### config.mk
export PLATFORM = sky130hd
export DESIGN_NAME = load_store_unit
export DESIGN_NICKNAME = d
export VERILOG_FILES = /design/src/rtl/load_store_unit.sv
export SDC_FILE = /design/constraint.sdc
export NUM_CORES = 1
export LEC_CHECK = 0
export CORE_ASPECT_RATIO = 1.2
export CORE_MARGIN = 2
export CORE_UTILIZATION = 30
export DETAILED_ROUTE_END_ITERATION = 16
export RECOVER_POWER = 100
export SYNTH_ARGS = -nofsm -noshare
export SYNTH_HDL_FRONTEND = slang
export SYNTH_SLANG_ARGS = --single-unit
### constraint.sdc
create_clock -name clk -period 3 [get_ports clk]
set_clock_uncertainty 0.05 [all_clocks]
set_input_delay 0.45 -clock clk [delete_from_list [all_inputs] [get_ports clk]]
set_output_delay 0.45 -clock clk [all_outputs]
set_load 0.1 [all_outputs]
### src/rtl/load_store_unit.sv
// Load/store initiator between the CPU datapath and a word-organised, single-port
// DataMemory with one-cycle registered reads. Define LSU_BIG_ENDIAN_EN for big-endian lanes.
module load_store_unit #(
    parameter int data_WIDTH = 32,
    parameter int ADDR_WIDTH = 10
) (
    input  logic                  clk,
    input  logic                  rst_n,
    input  logic                  req,
    input  logic                  wr,
    input  logic [1:0]            size,
    input  logic                  unsigned_ld,
    input  logic [31:0]           addr,
    input  logic [data_WIDTH-1:0] wdata,
    output logic                  busy,
    output logic                  done,
    output logic                  err,
    output logic [data_WIDTH-1:0] rdata,
    output logic [ADDR_WIDTH-1:0] mem_address,
    output logic [data_WIDTH-1:0] mem_dataIn,
    output logic                  mem_we,
    input  logic [data_WIDTH-1:0] mem_dataOut
);

`ifdef LSU_BIG_ENDIAN_EN
    localparam bit BIG_ENDIAN = 1'b1;
`else
    localparam bit BIG_ENDIAN = 1'b0;
`endif

    localparam logic [1:0] SZ_BYTE = 2'b00;
    localparam logic [1:0] SZ_HALF = 2'b01;
    localparam logic [1:0] SZ_WORD = 2'b10;

    typedef enum logic [2:0] {
        S_IDLE,
        S_LD_WAIT,
        S_LD_CAP,
        S_RMW_WAIT,
        S_RMW_CAP,
        S_ST_WR
    } state_e;

    state_e                  state_q, state_d;
    logic                    busy_q, busy_d;
    logic                    done_q, done_d;
    logic                    err_q, err_d;
    logic [data_WIDTH-1:0]   rdata_q, rdata_d;
    logic [ADDR_WIDTH-1:0]   maddr_q, maddr_d;
    logic [data_WIDTH-1:0]   mdin_q, mdin_d;
    logic                    mwe_q, mwe_d;
    logic [1:0]              off_q, off_d;
    logic [1:0]              size_q, size_d;
    logic                    uns_q, uns_d;
    logic [data_WIDTH-1:0]   wdata_q, wdata_d;
    logic                    misaligned;

    // Bits above the DataMemory window are remapped by the memory itself.
    logic unused_addr_hi;
    assign unused_addr_hi = ^addr[31:ADDR_WIDTH+2];

    // Bit position of the addressed lane inside the 32-bit word.
    function automatic logic [4:0] lane_shift(input logic [1:0] off, input logic [1:0] sz);
        logic [4:0] sh;
        sh = 5'd0;
        if (sz == SZ_BYTE) begin
            sh = {(BIG_ENDIAN ? ~off : off), 3'b000};
        end else if (sz == SZ_HALF) begin
            sh = {(BIG_ENDIAN ? ~off[1] : off[1]), 4'b0000};
        end
        return sh;
    endfunction

    function automatic logic [31:0] extract_lane(input logic [31:0] word, input logic [1:0] off,
                                                 input logic [1:0] sz, input logic uns);
        logic [31:0] sh;
        logic [31:0] res;
        sh = word >> lane_shift(off, sz);
        case (sz)
            SZ_BYTE: res = {{24{~uns & sh[7]}}, sh[7:0]};
            SZ_HALF: res = {{16{~uns & sh[15]}}, sh[15:0]};
            default: res = word;
        endcase
        return res;
    endfunction

    function automatic logic [31:0] merge_lane(input logic [31:0] word, input logic [31:0] data,
                                               input logic [1:0] off, input logic [1:0] sz);
        logic [31:0] mask;
        logic [4:0]  sh;
        sh   = lane_shift(off, sz);
        mask = ((sz == SZ_BYTE) ? 32'h0000_00FF : 32'h0000_FFFF) << sh;
        return (word & ~mask) | ((data << sh) & mask);
    endfunction

    assign misaligned = (size == 2'b11)
                      | ((size == SZ_HALF) & addr[0])
                      | ((size == SZ_WORD) & (addr[1:0] != 2'b00));

    // NOTE: every signal gets a default before the case so no path infers a latch.
    always_comb begin
        state_d = state_q;
        done_d  = 1'b0;
        err_d   = 1'b0;
        mwe_d   = 1'b0;
        rdata_d = rdata_q;
        maddr_d = maddr_q;
        mdin_d  = mdin_q;
        off_d   = off_q;
        size_d  = size_q;
        uns_d   = uns_q;
        wdata_d = wdata_q;

        case (state_q)
            S_IDLE: begin
                if (req) begin
                    maddr_d = addr[ADDR_WIDTH+1:2];
                    off_d   = addr[1:0];
                    size_d  = size;
                    uns_d   = unsigned_ld;
                    wdata_d = wdata;
                    if (misaligned) begin
                        done_d = 1'b1;
                        err_d  = 1'b1;
                    end else if (!wr) begin
                        state_d = S_LD_WAIT;
                    end else if (size == SZ_WORD) begin
                        mdin_d  = wdata;
                        mwe_d   = 1'b1;
                        state_d = S_ST_WR;
                    end else begin
                        state_d = S_RMW_WAIT;
                    end
                end
            end
            S_LD_WAIT:  state_d = S_LD_CAP;
            S_LD_CAP: begin
                rdata_d = extract_lane(mem_dataOut, off_q, size_q, uns_q);
                done_d  = 1'b1;
                state_d = S_IDLE;
            end
            S_RMW_WAIT: state_d = S_RMW_CAP;
            S_RMW_CAP: begin
                mdin_d  = merge_lane(mem_dataOut, wdata_q, off_q, size_q);
                mwe_d   = 1'b1;
                state_d = S_ST_WR;
            end
            S_ST_WR: begin
                done_d  = 1'b1;
                state_d = S_IDLE;
            end
            default: state_d = S_IDLE;
        endcase

        busy_d = (state_d != S_IDLE);
    end

    // NOTE: sequential state uses non-blocking assignments so all registers update together.
    always_ff @(posedge clk or negedge rst_n) begin
        if (!rst_n) begin
            state_q <= S_IDLE;
            busy_q  <= 1'b0;
            done_q  <= 1'b0;
            err_q   <= 1'b0;
            rdata_q <= '0;
            maddr_q <= '0;
            mdin_q  <= '0;
            mwe_q   <= 1'b0;
            off_q   <= '0;
            size_q  <= '0;
            uns_q   <= 1'b0;
            wdata_q <= '0;
        end else begin
            state_q <= state_d;
            busy_q  <= busy_d;
            done_q  <= done_d;
            err_q   <= err_d;
            rdata_q <= rdata_d;
            maddr_q <= maddr_d;
            mdin_q  <= mdin_d;
            mwe_q   <= mwe_d;
            off_q   <= off_d;
            size_q  <= size_d;
            uns_q   <= uns_d;
            wdata_q <= wdata_d;
        end
    end

    assign busy        = busy_q;
    assign done        = done_q;
    assign err         = err_q;
    assign rdata       = rdata_q;
    assign mem_address = maddr_q;
    assign mem_dataIn  = mdin_q;
    assign mem_we      = mwe_q;

endmodule

-- Word level (Yosys, flattened, before mapping)
Cells that the tools add are included.
- logic and storage cells: 72
- bits in registers: 118
- shift-type cells: 3
- mux-type cells: 25
- bitwise logic cells: 11
- equal/unequal tests: 13
- reductions and logical operators: 8
- operators by type and width (kind ; number):
    $mux W32 ; 4
    $pmux W32 S2 ; 2
    $and A32 B32 Y32 ; 2
    $not A32 Y32 ; 1
    $or A32 B32 Y32 ; 1
    $shl A16 B5 Y32 ; 1
    $shl A32 B5 Y32 ; 1
    $shr A32 B5 Y16 ; 1
    $mux W5 ; 4
    $mux W16 ; 1
    $mux W3 ; 4
    $pmux W3 S4 ; 1
    $ne A2 B2 Y1 const B ; 4
    $mux W1 ; 7
    $eq A3 B2 Y1 const B ; 2
    $eq A3 B3 Y1 const B ; 2
    $reduce_and A5 Y1 ; 1
    $and A1 B1 Y1 ; 4
    $eq A2 B1 Y1 const B ; 2
    $eq A2 B2 Y1 const B ; 2
    $pmux W1 S2 ; 2
    $reduce_bool A2 Y1 ; 2
    $eq A3 B1 Y1 const B ; 1
    $logic_not A3 Y1 ; 1
    other kinds (6) ; 7

-- Longest topological paths before layout
Gate-level depths: netlist of run 1.
- word-level depth: 9
- mapped depth: 8
- gate-level depth less buffers: 4

-- Worst setup path after synthesis of run 1
OpenSTA, ideal clock, no wires.
- kind: flip-flop to flip-flop
- start point: reg size_q[1]
- end point: reg mdin_q[31], in the netlist mem_dataIn[31]
- period minus slack after synthesis: 1636 ps
- stages on the path, launching flop included: 7
- path buffers: 2
- path slack: 1364 ps
- setup time: 131 ps
- data arrival time: 1455 ps
- path through: dfrtp_1 -> buf_2 -> nor3b_2 -> buf_2 -> mux2_2 -> mux2i_1 -> mux2i_1
- longest elaborated chain between the ends: 9
- elaborated cells between the ends (all ways): 13
- RTL lines (what ; line ; source):
    from (decl) ; 53 ; logic [1:0] size_q, size_d;
    from (signal assigned) ; 183 ; size_q <= size_d;
    $eq A2 B1 Y1 ; 68 ; end else if (sz == SZ_HALF) begin
    $mux W5 ; 68 ;
    $mux W5 ; - ;
    $mux W5 ; 114 ; case (state_q)
    $shl A16 B5 Y32 ; 92 ; mask = ((sz == SZ_BYTE) ? 32'h0000_00FF : 32'h0000_FFFF) << sh;
    $not A32 Y32 ; 93 ; return (word & ~mask) | ((data << sh) & mask);
    $and A32 B32 Y32 ; 93 ;
    $or A32 B32 Y32 * ; 93 ;
    $pmux W32 S2 * ; 114 ;
    to (signal assigned) ; 180 ; mdin_q <= mdin_d;
    to (decl) ; 50 ; logic [data_WIDTH-1:0] mdin_q, mdin_d;
Every way passes the cells marked *; elsewhere a longest branch is shown, timed or not. The select of a mux whose other input is x is not followed.
A chain may end at the register's enable or synchronous reset.

-- Final worst setup path of run 1
- start point: reg off_q[1]
- end point: reg rdata_q[19], in the netlist rdata[19]
- longest elaborated chain between the ends: 6
- elaborated cells between the ends (all ways): 7
- RTL lines (what ; line ; source):
    from (decl) ; 52 ; logic [1:0] off_q, off_d;
    from (signal assigned) ; 169 ; off_q <= '0;
    from (signal assigned) ; 182 ; off_q <= off_d;
    $mux W5 ; 68 ;
    $mux W5 * ; 66 ; if (sz == SZ_BYTE) begin
    $mux W5 * ; 114 ;
    $shr A32 B5 Y16 * ; 78 ; sh = word >> lane_shift(off, sz);
    $and A1 B1 Y1, on equally long branches ; 81, 80 ;
    $pmux W32 S2 * ; 79 ; case (sz)
    to (signal assigned) ; 178 ; rdata_q <= rdata_d;
    to (decl) ; 48 ; logic [data_WIDTH-1:0] rdata_q, rdata_d;
Marks and branches as above.

==> metrics.md, run 1 <==
| Metric | Value |
|---|---|
| CTS Buffer Depth | 2 |
| Mapped Cells | 467 |
| Root Buffer | clkbuf_16 |
| RR Startpoint | off_q[1] |
| Outcome | finished, final reports clean |
| Yosys reg bits | 102 |
| Core footprint | 17510 um^2 |
| Fin crit share | 74.72% |
| Yosys top cell area share | 47.64% |
| Syn nets | between 500 and 600 |
| Area leader, netlist | dfrtp_1 |
| First-pass GRT wire length | 26.54 mm |
| Number of synthesized flops with an enable pin | 0 |
| Critical Path End Type | register |
| Final nets | between 700 and 800 |
| Reg2reg setup slack | 0.76 ns |
| Clock slew at reported path FFs | roughly 0.070 ns |
| TritonCTS clock tree | built |
| Worst-Margin Slew | 1.230 ns |
| Maxcap violations | 0 |
| FF-to-FF End | rdata[19] |
| Setup CP Type | reg -> reg |
| H-tree depth | 3 |
| Final Core Density | 39.63% |
| Worst path max stage delay | approximately 0.66 ns |
| Worst skew pair latency | 0.35 ns |
| Port bufs | 160 |
| Area growth from synthesis to layout | 29.50% |
| CP delay by family, top | compound AO/OA/AOI/OAI gates |
| CP required | 3.21 ns |
| Synth cell types | 42 |
| Final slew viol count | 0 |
| WP buf/inv | 1 |
| Die area | 18950 um^2 |
| Post-synth top cells | dfrtp_1 (102), mux2i_1 (102), mux2_2 (35), nor2_1 (26) |
| Register area | between 2000 and 3000 um^2 |
| DRC viols | 0 |
| Final Non-Filler Cells | around 840 |
| Initial Util | 30.60% |
| DR iter-0 viols | 191 |
| Dpl hpwl | 12.47 mm |
| # fillers | 1763 |
| Routed vias/inst | 5.208 |
| Synthesized area per cell | 11.47 um^2 |
| Die X | between 100 and 150 um |
| Post-synth ARST share | 100.0% |
| Startpoint Class | register |
| Pin count of the biggest net entering global routing | 103 |
| Cells after DPL | 821 |
| Setup violators final | 0 |
| R2R depth | 4 |
| Final TNS setup | 0 ns |
| Worst Path Arrival | around 2.5 ns |
| RSZ-0062 raised after global routing | no |
| Share of cells above drive strength 1 | 10.53% |
| CTS Buf Count | 9 |
| Yosys Warn Count | 0 |
| Initial DRT Pass Iterations | 4 |
| Most frequent CP cell | a21oi_1 |
| Cell area after layout | 6938 um^2 |
| Multi-input logic area | between 2000 and 3000 um^2 |
| Gpl congestion | 0.8490 |
| Highest clock rate | 446.1 MHz |
| Hold-fix buffers, CTS | 0 |
| Gr usage total | 18.23% |
| Post-DP Area | 6944 um^2 |
| Slowest CP cell | dfrtp_1 |
| Drt wl/cell | 20.55 um |
| Vias in the first global route | 4636 |
| Routed Antenna Nets | 0 |
| Total congestion overflow | 0 |
| Critical Path Fanout Max | 16 |
| Detailed Route WL | approximately 17 mm |
| Initial antenna violation count | 0 |
| Post-Synthesis Cell Area | approximately 5400 um^2 |
| Seq/Total Area, Yosys | 47.64% |
| Worst Hold Class | in -> async |
| N_diodes | 0 |
| Synth area leaders | dfrtp_1 (48%), mux2i_1 (19%), mux2_2 (7.4%) |
| Resized Gates After CTS | 0 |
| Vias | 4359 |
| Clock Sinks | around 100 |
| Rel. slew slack | a little under a fifth |
| Ports | roughly 180 |
| Top_reg_cell synth | dfrtp_1 |
| Tmin final | around 2.2 ns |
| Post-CTS setup buffers | 0 |
| Die height | 150.4 um |
| Fin. Hold Viols | 0 |
| Row count | between 50 and 60 |
| Crit-path cells | inv_1 > a21oi_1 > o2111ai_2 > a21oi_1 |
==> metal layers <==
metal	global-route usage, %	routed length (um)
met5	0	0
met4	7.967	617
met3	4.620	1024
met2	30.43	8343
met1	22.40	7214
==> registers in the layout (all words and copies together) (netlist names) <==
signal and count:
size_q 2, done 1, mem_dataIn 32, err 1, wdata_q 16, off_q 2
busy 1, mem_we 1, state_q 3, mem_address 10, uns_q 1, rdata 32
==> worst max path at each step <==
| stage | depth (start not counted) | endpoint | start |
|---|---|---|---|
| 6_report | 4 | rdata[19] | off_q[1] |
| 5_1_grt | 4 | rdata[19] | off_q[1] |
| 4_1_cts | 5 | rdata[19] | off_q[1] |
| 3_5_place_dp | 6 | mem_dataIn[8] | size[0] |
| 3_3_place_gp | 6 | mem_dataIn[29] | size[0] |
| 2_1_floorplan | 6 | mem_dataIn[31] | size_q[1] |
==> area by class of cell <==
| class | count | share of cell area, % |
|---|---|---|
| multi-input cells | 326 | 37.17 |
| flip-flops and latches | 102 | 36.79 |
| repair buffers | 170 | 17.37 |
| well taps | 220 | 3.968 |
| clock buffers | 10 | 3.300 |
| clock inverters | 6 | 1.244 |
| inverters | 3 | 0.1623 |
==> stage by stage <==
stage	hold slack (ns)	worst slack (ns)
after CTS	0.1353	0.9879
final	0.1551	0.7583
after detailed placement	0.4329	0.6797
after global placement	0.4183	0.7747
after floorplan	0.1044	1.364
after global routing	0.2108	0.5317
==> kinds of logic after synthesis <==
logic type	after synthesis	share of synthesized area [%]
flip-flops	102	47.64
AND/OR/NAND/NOR	94	9.528
AO/OA/AOI/OAI	91	11.51
buffers and inverters	39	4.063
multiplexers	141	27.25
==> placed cells by master (no fill, tap or decap), types with 4 or more instances in the layout <==
| cell | Yosys | layout |
|---|---|---|
| nor2b_1 | 4 | 4 |
| o32ai_1 | 4 | 4 |
| o22ai_1 | 16 | 16 |
| a211oi_1 | 4 | 4 |
| a21oi_1 | 20 | 21 |
| and2_1 | 20 | 20 |
| o221ai_1 | 5 | 5 |
| clkbuf_16 | 0 | 9 |
| nand3b_1 | 9 | 9 |
| o21ai_0 | 13 | 13 |
| dfrtp_1 | 102 | 102 |
| clkdlybuf4s50_1 | 0 | 80 |
| o31ai_1 | 6 | 6 |
| buf_4 | 5 | 7 |
| mux2i_1 | 102 | 102 |
| a31oi_1 | 11 | 11 |
| nand2_1 | 18 | 18 |
| mux2_2 | 35 | 28 |
| mux2_1 | 4 | 11 |
| nor3_1 | 4 | 4 |
| clkbuf_1 | 9 | 80 |
| nor2_1 | 26 | 26 |
Power of run 1 is left out: the tool's default activity adds up to more than one toggle a clock period on the data nets, which glitch-free logic cannot reach.
==> run 2, diff against run 1 <==
Clock period 3 ns to 1.9 ns, I/O delays scaled along.
==> metrics.md, run 2 (synthesis gave the netlist of run 1 again) <==
| Metric | Value |
|---|---|
| Initial Util | 30.60% (unchanged) |
| Reg2reg setup slack | 0.09 ns (was 0.76 ns) |
| Startpoint Class | register (unchanged) |
| Critical Path Fanout Max | 19 (was 16) |
| Share of cells above drive strength 1 | 26.92% (was 10.53%) |
| Root Buffer | clkbuf_16 (unchanged) |
| DR iter-0 viols | 212 (was 191) |
| Die area | 18950 um^2 (unchanged) |
| Post-CTS setup buffers | 0 (unchanged) |
| Place WS | -0.09194 ns (was 0.6797 ns) |
| Clock slew at reported path FFs | 0.06 ns (was 0.07 ns) |
| Fin. Hold Viols | 0 (unchanged) |
| Final slew viol count | 0 (unchanged) |
| H-tree depth | 3 (unchanged) |
| Most frequent cells in the layout | mux2i_1 (102), dfrtp_1 (102), clkdlybuf4s50_1 (80), clkbuf_2 (80), mux2_2 (33) (was mux2i_1 (102), dfrtp_1 (102), clkbuf_1 (80), clkdlybuf4s50_1 (80), mux2_2 (28)) |
| Outcome | finished, final reports clean (unchanged) |
| Dpl hpwl | 12.92 mm (was 12.47 mm) |
| RR Startpoint | size_q[0] (was off_q[1]) |
| Pin count of the biggest net entering global routing | 43 (was 103) |
| CTS Buffer Depth | 2 (unchanged) |
| Routed Antenna Nets | 0 (unchanged) |
| RSZ-0062 raised after global routing | no (unchanged) |
| CTS Buf Count | 9 (unchanged) |
| Detailed Route WL | 17.12 mm (was 17.20 mm) |
| Rel. slew slack | 58.94% (was 18.35%) |
| Drt wl/cell | 19.93 um (was 20.55 um) |
| Die X | 126.0 um (unchanged) |
| Port bufs | 160 (unchanged) |
| Gr usage total | 18.05% (was 18.23%) |
| CP required | 2.08 ns (was 3.21 ns) |
| Die height | 150.4 um (unchanged) |
| First-pass GRT wire length | 26.19 mm (was 26.54 mm) |
| Vias | 4429 (was 4359) |
| Critical Path End Type | register (unchanged) |
| R2R depth | 5 (was 4) |
| Clock Sinks | 102 (unchanged) |
| Slack of the critical path | 0.09478 ns (was 0.7583 ns) |
| Ports | 181 (unchanged) |
| Fin crit share | 95.01% (was 74.72%) |
| Fin Hold WS | 0.4012 ns (was 0.1551 ns) |
| Worst Hold Class | in -> async (unchanged) |
| Worst Path Arrival | 1.98 ns (was 2.45 ns) |
| DRC viols | 0 (unchanged) |
| Area growth from synthesis to layout | 35.66% (was 29.50%) |
| Core footprint | 17510 um^2 (unchanged) |
| FF-to-FF End | mem_dataIn[31] (was rdata[19]) |
| Gpl congestion | 0.8724 (was 0.8490) |
| Initial DRT Pass Iterations | 4 (unchanged) |
| Initial antenna violation count | 0 (unchanged) |
| Maxcap violations | 0 (unchanged) |
| Vias in the first global route | 4673 (was 4636) |
| TritonCTS clock tree | built (unchanged) |
| Row count | 53 (unchanged) |
| Highest clock rate | 553.9 MHz (was 446.1 MHz) |
| Total congestion overflow | 0 (unchanged) |
| Worst skew pair latency | 0.35 ns (about the same) |
| Tmin final | 1.805 ns (was 2.242 ns) |
| Setup violators final | 0 (unchanged) |
| Final nets | 738 (was 715) |
| Setup CP Type | reg -> reg (unchanged) |
| Worst-Margin Slew | 0.6159 ns (was 1.230 ns) |
| Routed vias/inst | 5.156 (was 5.208) |
| N_diodes | 0 (unchanged) |
run 2: cell types whose count changed in the layout (fill, tap and decap cells not counted), moves of 2 or more:
| cell | delta |
|---|---|
| mux2_2 | +5 |
| clkbuf_2 | +79 |
| clkbuf_4 | +2 |
| mux2_1 | -5 |
| clkbuf_1 | -77 |
| buf_4 | +14 |
| buf_12 | +4 |
run 2: worst max-delay path, cell delays in order, from the launching register on:
cell,delay [ns]
dfrtp_1,0.42
nor3b_2,0.30
buf_12,0.21
mux2_1,0.36
mux2i_1,0.23
mux2i_1,0.11
run 2: metal layers:
layer	GRT usage, %	up-vias	routed length, um
li1	-	2049	-
met1	22.40	2186	7109
met2	30.51	168	8477
met3	4.158	26	1052
met4	7.198	0	481
met5	0	-	0
run 2: layout make-up:
cell class / instances / area (um^2)
fillers: 1734 / 10240
repair buffers: 193 / 1521
well taps: 220 / 275.3
clock buffers: 10 / 229.0
multi-input cells: 326 / 2604
flip-flops and latches: 102 / 2552
clock inverters: 5 / 75.07
inverters: 3 / 11.26
run 2: stage by stage:
step           setup TNS, ns  area (um^2)  utilization [%]  cells
3_5_place_dp          -3.159         7535            43.04    843
3_3_place_gp          -2.155         7535            43.04    843
4_1_cts                    0         7849            44.83    859
2_1_floorplan              0         5358                -    467
5_1_grt                    0         7268            41.52    859
6_report                   0         7268            41.52    859
run 2: worst max path at each step:
| stage | slack [ns] | to | cells after the start | start |
|---|---|---|---|---|
| 5_1_grt | 0.01 | mem_dataIn[26] | 6 | size[0] |
| 2_1_floorplan | 0.26 | mem_dataIn[31] | 6 | size_q[1] |
| 3_3_place_gp | -0.07 | mem_dataIn[29] | 6 | size[0] |
| 4_1_cts | 0.03 | rdata[29] | 4 | state_q[0] |
| 3_5_place_dp | -0.09 | mem_dataIn[26] | 6 | size[0] |
| 6_report | 0.09 | mem_dataIn[31] | 5 | size_q[0] |
run 2: repair_timing:
| action | 4_1_cts | 5_1_grt |
|---|---|---|
| gates resized for setup | 0 | 1 |
| endpoints found under the hold margin | 19 | 0 |
| hold buffers | 1 | 0 |
| setup endpoints to repair | 0 | 16 |
Power of run 2 is left out for the same reason.
==> run 3, diff against run 2 <==
Settings changed: SLEW_MARGIN set to 15.
==> results of run 3 <==
The final DEF is identical to that of run 2; final timing and power are the same.
Power of run 3 is left out for the same reason.
